--- config.mk ---
export PLATFORM = sky130hd
export DESIGN_NAME = tia_video_sync_decoder_flat
export DESIGN_NICKNAME = d
export VERILOG_FILES = /design/src/rtl/tia_video_sync_decoder_if.sv /design/src/rtl/tia_video_sync_decoder.sv /design/src/flat_wrapper.sv
export SDC_FILE = /design/constraint.sdc
export NUM_CORES = 1
export LEC_CHECK = 0
export ABC_AREA = 1
export BUFFER_PORTS_ARGS = -buffer_cell sky130_fd_sc_hd__buf_2
export CAP_MARGIN = 20
export CORE_UTILIZATION = 35
export CTS_BUF_LIST = sky130_fd_sc_hd__clkbuf_4
export CTS_CLUSTER_SIZE = 12
export DETAILED_ROUTE_END_ITERATION = 8
export SYNTH_ARGS = -nofsm -noshare
export SYNTH_HDL_FRONTEND = slang
export SYNTH_SLANG_ARGS = --single-unit
--- constraint.sdc ---
create_clock -name clk -period 2.45 [get_ports clk]
set_input_delay 0 -clock clk [delete_from_list [all_inputs] [get_ports clk]]
set_output_delay 0 -clock clk [all_outputs]
set_load 0.02 [all_outputs]
--- src/rtl/tia_video_sync_decoder_if.sv ---
// tia_video_sync_decoder_if: TIA composite video input and recovered timing outputs
interface tia_video_sync_decoder_if;
  logic       syn;
  logic       blank;
  logic [2:0] lum;
  logic [3:0] col;
  logic [7:0] hpos;
  logic [8:0] vpos;
  logic       line_start;
  logic       frame_start;
  logic       locked;
  logic       pixel_valid;
  logic [2:0] pix_lum;
  logic [3:0] pix_col;
  logic       sync_err;
  logic       vpos_ovf;
  modport master (
    output syn, blank, lum, col,
    input  hpos, vpos, line_start, frame_start, locked, pixel_valid, pix_lum, pix_col, sync_err, vpos_ovf
  );
  modport slave (
    input  syn, blank, lum, col,
    output hpos, vpos, line_start, frame_start, locked, pixel_valid, pix_lum, pix_col, sync_err, vpos_ovf
  );
endinterface

--- src/rtl/tia_video_sync_decoder.sv ---
// tia_video_sync_decoder: recovers hpos/vpos, line/frame strobes and horizontal lock from TIA sync
module tia_video_sync_decoder #(
  parameter int LINE_CLOCKS = 228,
  parameter int HSYNC_MAX   = 32,
  parameter int VSYNC_MIN   = 128,
  parameter int MAX_LINES   = 312,
  parameter int LOCK_LINES  = 4
) (
  input logic clk,
  input logic r,
  tia_video_sync_decoder_if.slave vid
);
  typedef enum logic {S_HUNT, S_LOCKED} state_t;
  state_t     r_state;
  logic [2:0] r_good_lines;
  logic [9:0] r_sync_cnt;
  logic       r_meas;
  logic       r_vsync_seen;
  logic       r_syn_d;
  logic       w_rise, w_fall, w_wrap, w_ls, w_err, w_vs, w_unlock;
  always_comb begin
    w_rise   = vid.syn & ~r_syn_d;
    w_fall   = ~vid.syn & r_syn_d;
    w_wrap   = vid.hpos == 8'(LINE_CLOCKS - 1);
    w_ls     = w_rise | w_wrap;
    w_err    = w_fall & r_meas & (r_sync_cnt > 10'(HSYNC_MAX)) & (r_sync_cnt < 10'(VSYNC_MIN));
    w_vs     = w_fall & r_meas & (r_sync_cnt >= 10'(VSYNC_MIN));
    w_unlock = w_err | (w_rise & ~w_wrap);
  end
  assign vid.locked = r_state == S_LOCKED;
  always_ff @(posedge clk) begin
    if (r) begin
      r_state         <= S_HUNT;
      r_good_lines    <= '0;
      r_sync_cnt      <= '0;
      r_meas          <= 1'b0;
      r_vsync_seen    <= 1'b0;
      r_syn_d         <= 1'b1;
      vid.hpos        <= '0;
      vid.vpos        <= '0;
      vid.line_start  <= 1'b0;
      vid.frame_start <= 1'b0;
      vid.vpos_ovf    <= 1'b0;
      vid.sync_err    <= 1'b0;
      vid.pixel_valid <= 1'b0;
      vid.pix_lum     <= '0;
      vid.pix_col     <= '0;
    end else begin
      r_syn_d         <= vid.syn;
      vid.hpos        <= w_ls ? '0 : vid.hpos + 8'd1;
      vid.line_start  <= w_ls;
      vid.frame_start <= w_ls & r_vsync_seen;
      if (w_ls) begin
        vid.vpos     <= r_vsync_seen ? '0 : (vid.vpos == 9'(MAX_LINES - 1) ? vid.vpos : vid.vpos + 9'd1);
        vid.vpos_ovf <= ~r_vsync_seen & (vid.vpos_ovf | (vid.vpos >= 9'(MAX_LINES - 2)));
      end
      r_vsync_seen <= w_vs | (r_vsync_seen & ~w_ls);
      r_meas       <= w_rise | (r_meas & ~w_fall);
      r_sync_cnt   <= w_rise ? 10'd1 : (vid.syn && r_sync_cnt != '1) ? r_sync_cnt + 10'd1 : r_sync_cnt;
      vid.sync_err <= w_err;
      // a match is a rise landing exactly on the flywheel wrap
      if (w_unlock) begin
        r_good_lines <= '0;
        r_state      <= S_HUNT;
      end else if (w_rise) begin
        r_good_lines <= r_good_lines == 3'(LOCK_LINES) ? r_good_lines : r_good_lines + 3'd1;
        if (r_good_lines >= 3'(LOCK_LINES - 1)) r_state <= S_LOCKED;
      end
      vid.pixel_valid <= vid.locked & ~vid.blank & ~vid.syn;
      vid.pix_lum     <= vid.lum;
      vid.pix_col     <= vid.col;
    end
  end
endmodule

--- src/flat_wrapper.sv ---
// flat-port wrapper written by rule: the top's interface ports become plain ports
module tia_video_sync_decoder_flat 
#(
  parameter int LINE_CLOCKS = 228,
  parameter int HSYNC_MAX   = 32,
  parameter int VSYNC_MIN   = 128,
  parameter int MAX_LINES   = 312,
  parameter int LOCK_LINES  = 4
)
  (clk, r, vid_syn, vid_blank, vid_lum, vid_col, vid_hpos, vid_vpos, vid_line_start, vid_frame_start, vid_locked, vid_pixel_valid, vid_pix_lum, vid_pix_col, vid_sync_err, vid_vpos_ovf);
  tia_video_sync_decoder_if vid_i ();
  input logic clk;
  input logic r;
  input wire logic [$bits(vid_i.syn)-1:0] vid_syn;
  input wire logic [$bits(vid_i.blank)-1:0] vid_blank;
  input wire logic [$bits(vid_i.lum)-1:0] vid_lum;
  input wire logic [$bits(vid_i.col)-1:0] vid_col;
  output wire logic [$bits(vid_i.hpos)-1:0] vid_hpos;
  output wire logic [$bits(vid_i.vpos)-1:0] vid_vpos;
  output wire logic [$bits(vid_i.line_start)-1:0] vid_line_start;
  output wire logic [$bits(vid_i.frame_start)-1:0] vid_frame_start;
  output wire logic [$bits(vid_i.locked)-1:0] vid_locked;
  output wire logic [$bits(vid_i.pixel_valid)-1:0] vid_pixel_valid;
  output wire logic [$bits(vid_i.pix_lum)-1:0] vid_pix_lum;
  output wire logic [$bits(vid_i.pix_col)-1:0] vid_pix_col;
  output wire logic [$bits(vid_i.sync_err)-1:0] vid_sync_err;
  output wire logic [$bits(vid_i.vpos_ovf)-1:0] vid_vpos_ovf;
  assign vid_i.syn = vid_syn;
  assign vid_i.blank = vid_blank;
  assign vid_i.lum = vid_lum;
  assign vid_i.col = vid_col;
  assign vid_hpos = vid_i.hpos;
  assign vid_vpos = vid_i.vpos;
  assign vid_line_start = vid_i.line_start;
  assign vid_frame_start = vid_i.frame_start;
  assign vid_locked = vid_i.locked;
  assign vid_pixel_valid = vid_i.pixel_valid;
  assign vid_pix_lum = vid_i.pix_lum;
  assign vid_pix_col = vid_i.pix_col;
  assign vid_sync_err = vid_i.sync_err;
  assign vid_vpos_ovf = vid_i.vpos_ovf;
  tia_video_sync_decoder #(.LINE_CLOCKS(LINE_CLOCKS), .HSYNC_MAX(HSYNC_MAX), .VSYNC_MIN(VSYNC_MIN), .MAX_LINES(MAX_LINES), .LOCK_LINES(LOCK_LINES)) u_core (.clk(clk), .r(r), .vid(vid_i));
endmodule
==> metrics list, run 1 <==
- Worst setup path endpoint: u_core.vid.vpos[4]
- Final std cell area, no fill: ~0.0028 mm2
- The H-tree was split into 2 levels.
* Post-Place Cell Area: ~0.0026 mm2
- Seq cells post-synth: between 40 and 50
- The number of hold-slack violations in the final timing report is 0.
- Post-route fraction of the period consumed by the critical path: ~64%
- Startpoint of the most critical setup path: u_core.vid.vpos[0]
- Beginning of the worst register-to-register path: u_core.vid.vpos[0]
- Required time at the worst-slack endpoint: 2.71 ns
* Part of the power in combinational logic: 8.9%
- Number of nets at the end of the flow: 390
* Slew at the pin closest to its max-slew limit: 0.452 ns
- For this design the ratio of total power to cell area is around 500 mW/mm2.
* Count of routing violations after the opening detailed-route iteration: between 100 and 150
* Top cell type's share of synthesized area: a little under 40%
- For the worst setup path, the data arrival time is between 1.5 and 2 ns.
* Library cell with the highest instance count after synthesis: sky130_fd_sc_hd__nand2_1
* Most common library cells after synthesis: sky130_fd_sc_hd__nand2_1, sky130_fd_sc_hd__nor2_1, sky130_fd_sc_hd__dfxtp_1
* Post-CTS repair timing setup buffer count: 0
- After clock tree synthesis, the clock-pin slew on the worst setup and hold paths is between 0.1 and 0.15 ns.
* Effective utilization at floorplan: a little over a third
- Leading cell types by total area after synthesis: sky130_fd_sc_hd__dfxtp_1, sky130_fd_sc_hd__nand2_1, sky130_fd_sc_hd__nor2_1
- Wires add up to slightly below 5 mm.
- Internal power consumption: 1.04 mW
* Worst reg-to-reg path cell count: 8
* Share of synthesized area occupied by flip-flops and latches: between 30 and 40%
* Max Slew Vio Count: 0
- The number of antenna violations at the first check in global routing came to 0.
- After routing, the total negative slack on setup checks comes to 0 ns.
- Input/output buffers: 40
- Achievable clock frequency: 634 MHz
- Routed wire per std cell: ~11 um
- The clock passes through at most 2 buffers.
* Worst path max stage delay: roughly 0.48 ns
- The Yosys step of the flow raised 0 warnings.
* Async SR Flop Fraction: 0%
- Subtracting the final worst setup slack from the clock period gives 1.58 ns.
- Kind of cell with the highest combined delay on the critical path: simple AND/OR/NAND/NOR gates
- Syn Inst Count: around 320
- Global route overflow: 0
- HPWL reported at the end of detailed placement: 3.46 mm
- Worst-case vdd ir drop: about 0.27 mV
- Capturing element type of the critical path: flip-flop
* Number of violations of the max-capacitance limit: 0
* Storage cell area: 921 um2
* Synthesized net count: approximately 340
* Seq pwr share: 56.5%
- In this run the remaining antenna-violating nets after routing total 0.
- Combined buffer and inverter count along the critical path: 1
- Per report_power, the clock group accounts for between 30% and 40% of the total.
* Worst-skew pair later-pin latency: between 0.3 and 0.4 ns
* Via count of the first global-routing pass: around 1900
* Number of placement rows: 29
- Cells with a size suffix above 1 make up between 20% and 30% of the layout.
- Die Y-Extent: between 80 and 90 um
- Maximum number of pins on one net before global-route repair: 22
* Average cell area after synthesis: approximately 7.3 um2
- Lkg Pwr: between 1 and 1.5 nW
* Wire length of the first global-routing pass: 8.41 mm
* Post-synth cell types: 30
- Critical Path, Cell by Cell: ha_1 -> nand2_1 -> nor2_1 -> nand3_4 -> nand2_8 -> clkinv_4 -> nand2_2 -> a21oi_2
* Antenna diode count: 0
* Tot GR Track Use: between 10 and 15%
- TritonCTS created 5 clock buffers.
* Register-to-register path setup slack: around 0.87 ns
- The final route contains between 2000 and 2500 vias.
* RSZ-0062 raised after global routing: false
* DRC violations left: 0
* Max_slew headroom: between 60% and 70%
- From left edge to right edge, the die measures around 83 um.
* Last weighted congestion value of the routability-driven placer: roughly 0.84
- Critical Path Fanout Max: 9
- Switching Power: roughly 340 uW
* Ys flop type: sky130_fd_sc_hd__dfxtp_1
- The filler cells instantiated in the layout total around 680.
- The total area inside the core boundary comes to about 0.0064 mm2.
- After synthesis the cells add up to around 0.0023 mm2.
- Clock tree synthesis found a total of 46 sinks.
- The path class of the tightest hold or removal check is primary input to flip-flop.
- Crit-path slowest cell: sky130_fd_sc_hd__dfxtp_1
- Reg-to-reg critical path endpoint: u_core.vid.vpos[4]
- Layout-stage area growth over the synthesis result: 19.5%
* Launching element type of the critical path: flip-flop
- Area of the multi-input gates: 0.00121 mm2
- TritonCTS built the clock tree.
- Counting flops with a built-in enable in the synthesized netlist gives 0.
- Setup violations remaining at the end of the flow were counted as 0.
- sky130_fd_sc_hd__dfxtp_1 takes more of the synthesized area than any other cell.
- The first detailed-routing pass took 4 iterations.
- On the final layout, the worst clock skew is 0.00915 ns.
- Io pins: slightly above 40
- Root cell of the clock tree: sky130_fd_sc_hd__clkbuf_4
- Counting buffers and inverters, the worst setup path is 8 cells deep.
- The flow ran to the end, and the final reports show no timing, DRC or antenna violations.
- In the routed layout, each cell is associated on average with a via count of between 4 and 5.
- Net switching is between 20 and 25% of the power.
* Crit Path Category: flip-flop to flip-flop
- The die covers approximately 0.007 mm2.
[routing by layer]
metal / vias up / routed length, um / share of wire, % / track usage, %
met1: 908 / 2320 / 48 / 19.0
met2: 35 / 2240 / 46 / 24.1
li1: 1106 / - / - / -
met5: - / 0 / 0 / 0
met4: 0 / 72 / 1.5 / 5.17
met3: 7 / 202 / 4.2 / 3.78
[area by class of cell]
type	count	area share (%)
clock inverters	2	1.35
multi-input cells	226	43.7
flip-flops and latches	46	33.2
well taps	77	3.48
clock buffers	6	1.63
inverters	43	6.19
repair buffers	49	10.5
[sequential cells by signal, indices dropped and copies added (netlist names), 3 cells and up]
register             flops
u_core.vid.hpos          8
u_core.r_sync_cnt       10
u_core.r_good_lines      3
u_core.vid.vpos          9
u_core.vid.pix_col       4
u_core.vid.pix_lum       3
[logic make-up (layout without fill, tap and decap cells)]
family                     Yosys count  count (layout)  synth area share, %
buffers and inverters               46             100                 8.09
AOI/OAI and AO/OA                   33              33                 7.93
and+or+nand+nor                    178             178                 37.3
adders and majority gates            8               8                 4.32
DFF                                 46              46                 39.7
xor gates and xnor gates             7               7                 2.64
[what timing repair did]
item	in CTS	in global routing
gates resized for setup	0	0
hold buffers	9	0
endpoints found under the hold margin	9	0
[cells in the final DEF (no fill, tap or decap), types with 3 or more instances in the layout]
master	Yosys	routed
sky130_fd_sc_hd__nor3_1	3	3
sky130_fd_sc_hd__o21ai_0	3	3
sky130_fd_sc_hd__nor3b_1	4	4
sky130_fd_sc_hd__nand2_2	6	6
sky130_fd_sc_hd__ha_1	8	8
sky130_fd_sc_hd__xnor2_1	3	3
sky130_fd_sc_hd__a21oi_2	4	4
sky130_fd_sc_hd__nand3_1	21	21
sky130_fd_sc_hd__inv_1	37	37
sky130_fd_sc_hd__buf_2	1	40
sky130_fd_sc_hd__a21oi_1	24	24
sky130_fd_sc_hd__xor2_1	4	4
sky130_fd_sc_hd__nor2_1	50	50
sky130_fd_sc_hd__nand4_1	6	6
sky130_fd_sc_hd__clkbuf_4	0	6
sky130_fd_sc_hd__nand2_1	72	72
sky130_fd_sc_hd__dlygate4sd3_1	0	9
sky130_fd_sc_hd__nor2_2	6	6
sky130_fd_sc_hd__inv_2	3	3
sky130_fd_sc_hd__dfxtp_1	46	46
[power by group through the flow]
stage	Sequential (mW)	Combinational, mW	Clock (mW)
floorplan	0.807	0.0634	0
global placement	0.794	0.111	0
detailed placement	0.795	0.112	0
CTS	0.779	0.123	0.502
global route	0.782	0.134	0.530
finish	0.778	0.122	0.477
[per-stage QoR]
step	utilization [%]	cells	total power, mW	worst slack, ns	hold WS, ns
floorplan	-	318	0.871	0.943	0.0761
global placement	40.7	432	0.906	0.901	0.163
detailed placement	40.7	432	0.907	0.890	0.168
CTS	43.4	449	1.40	0.867	0.0441
global route	43.4	449	1.45	0.750	0.0582
finish	43.4	449	1.38	0.873	0.0461
[worst reg2reg max path: cells and delay by family (launching register included)]
family,cells,cell delay (ns)
fa+ha+maj,1,0.23
simple gates,5,0.64
compound gates,1,0.04
buf+inv,1,0.09
flops,1,0.48
[worst min-delay path by stage]
| stage | slack [ns] | endpoint | cells after the start | start |
|---|---|---|---|---|
| final | 0.05 | u_core.vid.sync_err | 2 | r |
| after global routing | 0.06 | u_core.vid.vpos[5] | 2 | r |
| after CTS | 0.04 | u_core.vid.pix_col[1] | 2 | r |
| after detailed placement | 0.17 | u_core.vid.pixel_valid | 2 | vid_blank |
| after global placement | 0.16 | u_core.vid.pixel_valid | 2 | vid_blank |
| after floorplan | 0.08 | u_core.vid.pixel_valid | 1 | vid_blank |
Note: power is estimated with default switching activity, not from simulation.
==> run 2, diff against run 1 <==
Settings changed: ABC_AREA 1 to 0.
Clock period 2.45 ns to 1.3 ns, I/O delays scaled along.
==> run 2 against run 1 <==
  * Clock power is 52% higher
  * Via count up 0.34%
  * Worst hold slack lost 0.016 ns
  * Sequential power increased by 90%
  * Largest power group unchanged
  * Global-route usage up 3.7 points
  * Utilization is 17 points higher
  * Critical path type unchanged
  * Die area shrank 11%
  * Largest cell class unchanged
  * The flow now finishes with violations (setup timing)
  * Sequential share of layout area fell by 5.0 points
==> metrics list, run 2 <==
- The flow ran to the end, but the final reports show violations.
- The final reports fail on setup timing.
- The initial utilization of the core area, before any placement, comes to between 30% and 40%.
- Die area: about 0.0062 mm2
* Final antenna-violating net count: 0
- Wires add up to between 5 and 6 mm.
- Number of violations of the max-capacitance limit: 0
- Area of the multi-input gates: 0.00140 mm2
* Setup total negative slack: -5.71 ns
* Commonest non-fill, non-tap cells in the layout: sky130_fd_sc_hd__buf_4, sky130_fd_sc_hd__buf_2, sky130_fd_sc_hd__dfxtp_1
- The number of nets handed over by synthesis was around 240.
- Dividing the final minimum period by the clock period gives 124%.
* Max Root-Sink Buffers: 2
- Final setup viols: 30
* Pre-CTS worst setup slack: -0.355 ns
- Compared with the post-synthesis result, the final layout area differs by 64.9%.
* Number of placement rows: 27
- The placed instances occupy a cell area of between 0.002 and 0.003 mm2.
* Root cell of the clock tree: sky130_fd_sc_hd__clkbuf_4
- Worst-case vdd ir drop: around 0.47 mV
* Top cell type's share of synthesized area: 45.0%
- EDFF count, synth: 0
- Die Y-Extent: 78.5 um
- Average cell area after synthesis: about 9 um2
- The count of buffers added on input and output ports is 40.
- After detailed routing, the number of remaining DRC violations is 0.
* Crit Path Category: flip-flop to flip-flop
- The synthesized netlist devotes under 10% of its cell area to XOR and XNOR gates.
* Max_slew headroom: about 71%
* Routed wire per std cell: roughly 13 um
* Lkg Pwr: ~1.4 nW
* Largest registers: u_core.r_sync_cnt x10, u_core.vid.vpos x9, u_core.vid.hpos x8
* Last weighted congestion value of the routability-driven placer: 0.772
* Achievable clock frequency: slightly above 600 MHz
- After routing the design area is approximately 0.0034 mm2.
- Entering global routing, the biggest net connects 18 pins.
- In this run, placement finished with an instance count of roughly 390.
- Syn. warnings: 0
* Post-synth cell types: between 40 and 50
* Clock network fraction of design power: approximately 28%
* Synth Area in Simple Gates: 25.0%
* Detailed-router iteration count before antenna repair: 4
* Clock slew at the register clock pins of the worst setup and hold paths: 0.14 ns
- Ys flop type: sky130_fd_sc_hd__dfxtp_1
- Tot GR Track Use: between 10% and 20%
- TritonCTS built the clock tree.
- Sequential elements use between 40% and 50% of the synthesized area.
- The finished layout holds approximately 400 standard cells, fillers aside.
- Dividing total power by cell area gives a power density of 761 mW/mm2.
* HPWL reported at the end of detailed placement: 3.68 mm
- STA classifies the critical path startpoint as a flip-flop.
- In this run the power spent charging and discharging nets is slightly above 700 uW.
- Net switching is about 28% of the power.
- For the worst setup path, the data required time is 1.61 ns.
* Clock period minus final worst setup slack: about 1.6 ns
- The synthesized netlist devotes between 10% and 20% of its cell area to compound gates.
- Synth Area in Adders: under 10%
- In this run the worst path has a maximum fanout of 3.
- On the critical path, the stage with the largest delay is an instance of sky130_fd_sc_hd__or4_4.
- RSZ-0062 raised after global routing: true
- In the synthesized netlist, the cells that appear most often are sky130_fd_sc_hd__dfxtp_1, sky130_fd_sc_hd__nor2_1, sky130_fd_sc_hd__a21oi_1.
- After layout, the worst setup slack is -0.312 ns.
- Synthesis inferred between 40 and 50 register bits.
* Commonest non-fill, non-tap cell in the layout: sky130_fd_sc_hd__buf_4
* Internal power consumption: around 1.9 mW
* Number of flip-flops under the largest register name: 10
- Detailed routing inserted a total of around 2100 vias.
- Number of endpoints with negative hold slack in the final report: 0
* Capturing element type of the critical path: flip-flop
- Type of the most critical hold path: primary input to flip-flop
- Yosys instantiated no cell more often than sky130_fd_sc_hd__dfxtp_1.
- Part of the power in combinational logic: 14.4%
- The first global-routing pass estimated 8.92 mm of wire.
* Storage cell area: 953 um2
- For this run, the post-layout net count is about 360.
- Counting the fill cells in the layout gives 469.
- Dominant cell type by area after synthesis: sky130_fd_sc_hd__dfxtp_1
- For this design the top-level I/O count stands at around 40.
- In this run, the number of DRC markers left after iteration 0 of detailed routing was 55.
* Fraction of final layout cells sized beyond drive strength 1: between 50% and 60%
- Worst path max stage delay: 0.41 ns
- For the final database, setup skew stands at 0.0198 ns.
- The clock drives 46 sinks.
* Seq pwr share: ~57%
* Leading cell types by total area after synthesis: sky130_fd_sc_hd__dfxtp_1, sky130_fd_sc_hd__ha_1, sky130_fd_sc_hd__a21oi_1
* Via count of the first global-routing pass: 1966
* Number of H-tree levels: 2
* Initial antenna violation count: 0
- Placeable core region: 0.00557 mm2
- Max Slew Vio Count: 0
- The signal on the critical path passes through ha_4 -> and4_4 -> or4_4 -> or3_1 -> a21oi_1.
- Slew at the pin closest to its max-slew limit: around 0.43 ns
- Syn Inst Count: 223
* Combinational family with the most area after synthesis: simple AND/OR/NAND/NOR gates
* Async SR Flop Fraction: 0%
- STA puts the critical path data arrival time at roughly 1.9 ns.
- Number of buffers created by CTS: 5
- The mapped netlist covers 0.00205 mm2.
- The repair_antennas step left the layout with diodes totalling 0.
* Global route overflow: 0
* Horizontal extent of the die: 78.5 um
- Top register by number of flip-flops: u_core.r_sync_cnt
* Post-detailed-route via-to-cell ratio: around 5
- Mux share of post-synthesis cell area: less than 1%
* Worst-skew pair later-pin latency: approximately 0.37 ns
run 2: cell types whose count changed after synthesis, sizes merged, moves of 5 or more:
cell and change:
o31ai +6, nand2 -73, nor2 -38, a21oi -11, or4 +8, o21ai +6, or3 +5, nor2b +9
inv -31, nand3 -8
run 2: layout make-up:
| cell class | instances | share of cell area (%) |
|---|---|---|
| clock inverter | 3 | 0.741 |
| clock buffer | 5 | 1.11 |
| multi-input combinational | 163 | 41.5 |
| timing repair buffer | 111 | 24.5 |
| sequential | 46 | 28.2 |
| inverter | 11 | 1.22 |
| tap | 72 | 2.67 |
run 2: final timing paths:
path              slack [ns]  depth (start not counted)                    end                  from
setup / recovery       -0.31                          5   u_core.r_sync_cnt[9]  u_core.r_sync_cnt[0]
hold / removal          0.03                          2  u_core.vid.line_start                     r
setup reg to reg       -0.31                          5   u_core.r_sync_cnt[9]  u_core.r_sync_cnt[0]
hold reg to reg         0.49                          2          u_core.r_meas         u_core.r_meas
run 2: cells by family after synthesis:
family	count (synthesis)
XOR/XNOR	12
AND/OR/NAND/NOR	90
buffers and inverters	16
adder cells (fa/ha/maj)	8
flip-flops	46
AO/OA/AOI/OAI	49
multiplexers	2
run 2: stage by stage:
stage               util [%]  hold WS [ns]  power (mW)
CTS                     57.6       0.00258        2.58
finish                  60.6        0.0297        2.57
detailed placement      51.6         0.175        1.80
global route            60.6        0.0178        2.71
floorplan                  -        0.0654        1.66
global placement        51.6         0.166        1.79
run 2: critical path, delay by kind of cell, from the launching register on:
family	cells	cell delay, ns
AO/OA/AOI/OAI	1	0.12
adder cells (fa/ha/maj)	1	0.15
flip-flops	1	0.38
AND/OR/NAND/NOR	3	0.90
run 2: repair_timing:
action                                  4_1_cts  5_1_grt
setup buffers                                 6        2
gates cloned                                  2        0
endpoints found under the setup margin       30       34
hold buffers                                 10        0
pin swaps                                    27       11
hold endpoints to repair                     10        0
resized for setup                            24       41
run 2: metal layers:
| metal | up-vias | GRT usage [%] | share of wire, % |
|---|---|---|---|
| met5 | - | 0 | 0 |
| met4 | 0 | 7.41 | 1.5 |
| met3 | 8 | 4.30 | 3.1 |
| met2 | 40 | 30.1 | 48 |
| met1 | 979 | 23.4 | 47 |
| li1 | 1036 | - | - |
run 2: power by group through the flow:
stage                     logic, mW  clock network [mW]  registers [mW]
after detailed placement      0.291                   0            1.51
after global placement        0.289                   0            1.50
final                         0.370               0.726            1.48
after floorplan               0.110                   0            1.55
after global routing          0.403               0.823            1.48
after CTS                     0.344               0.756            1.48
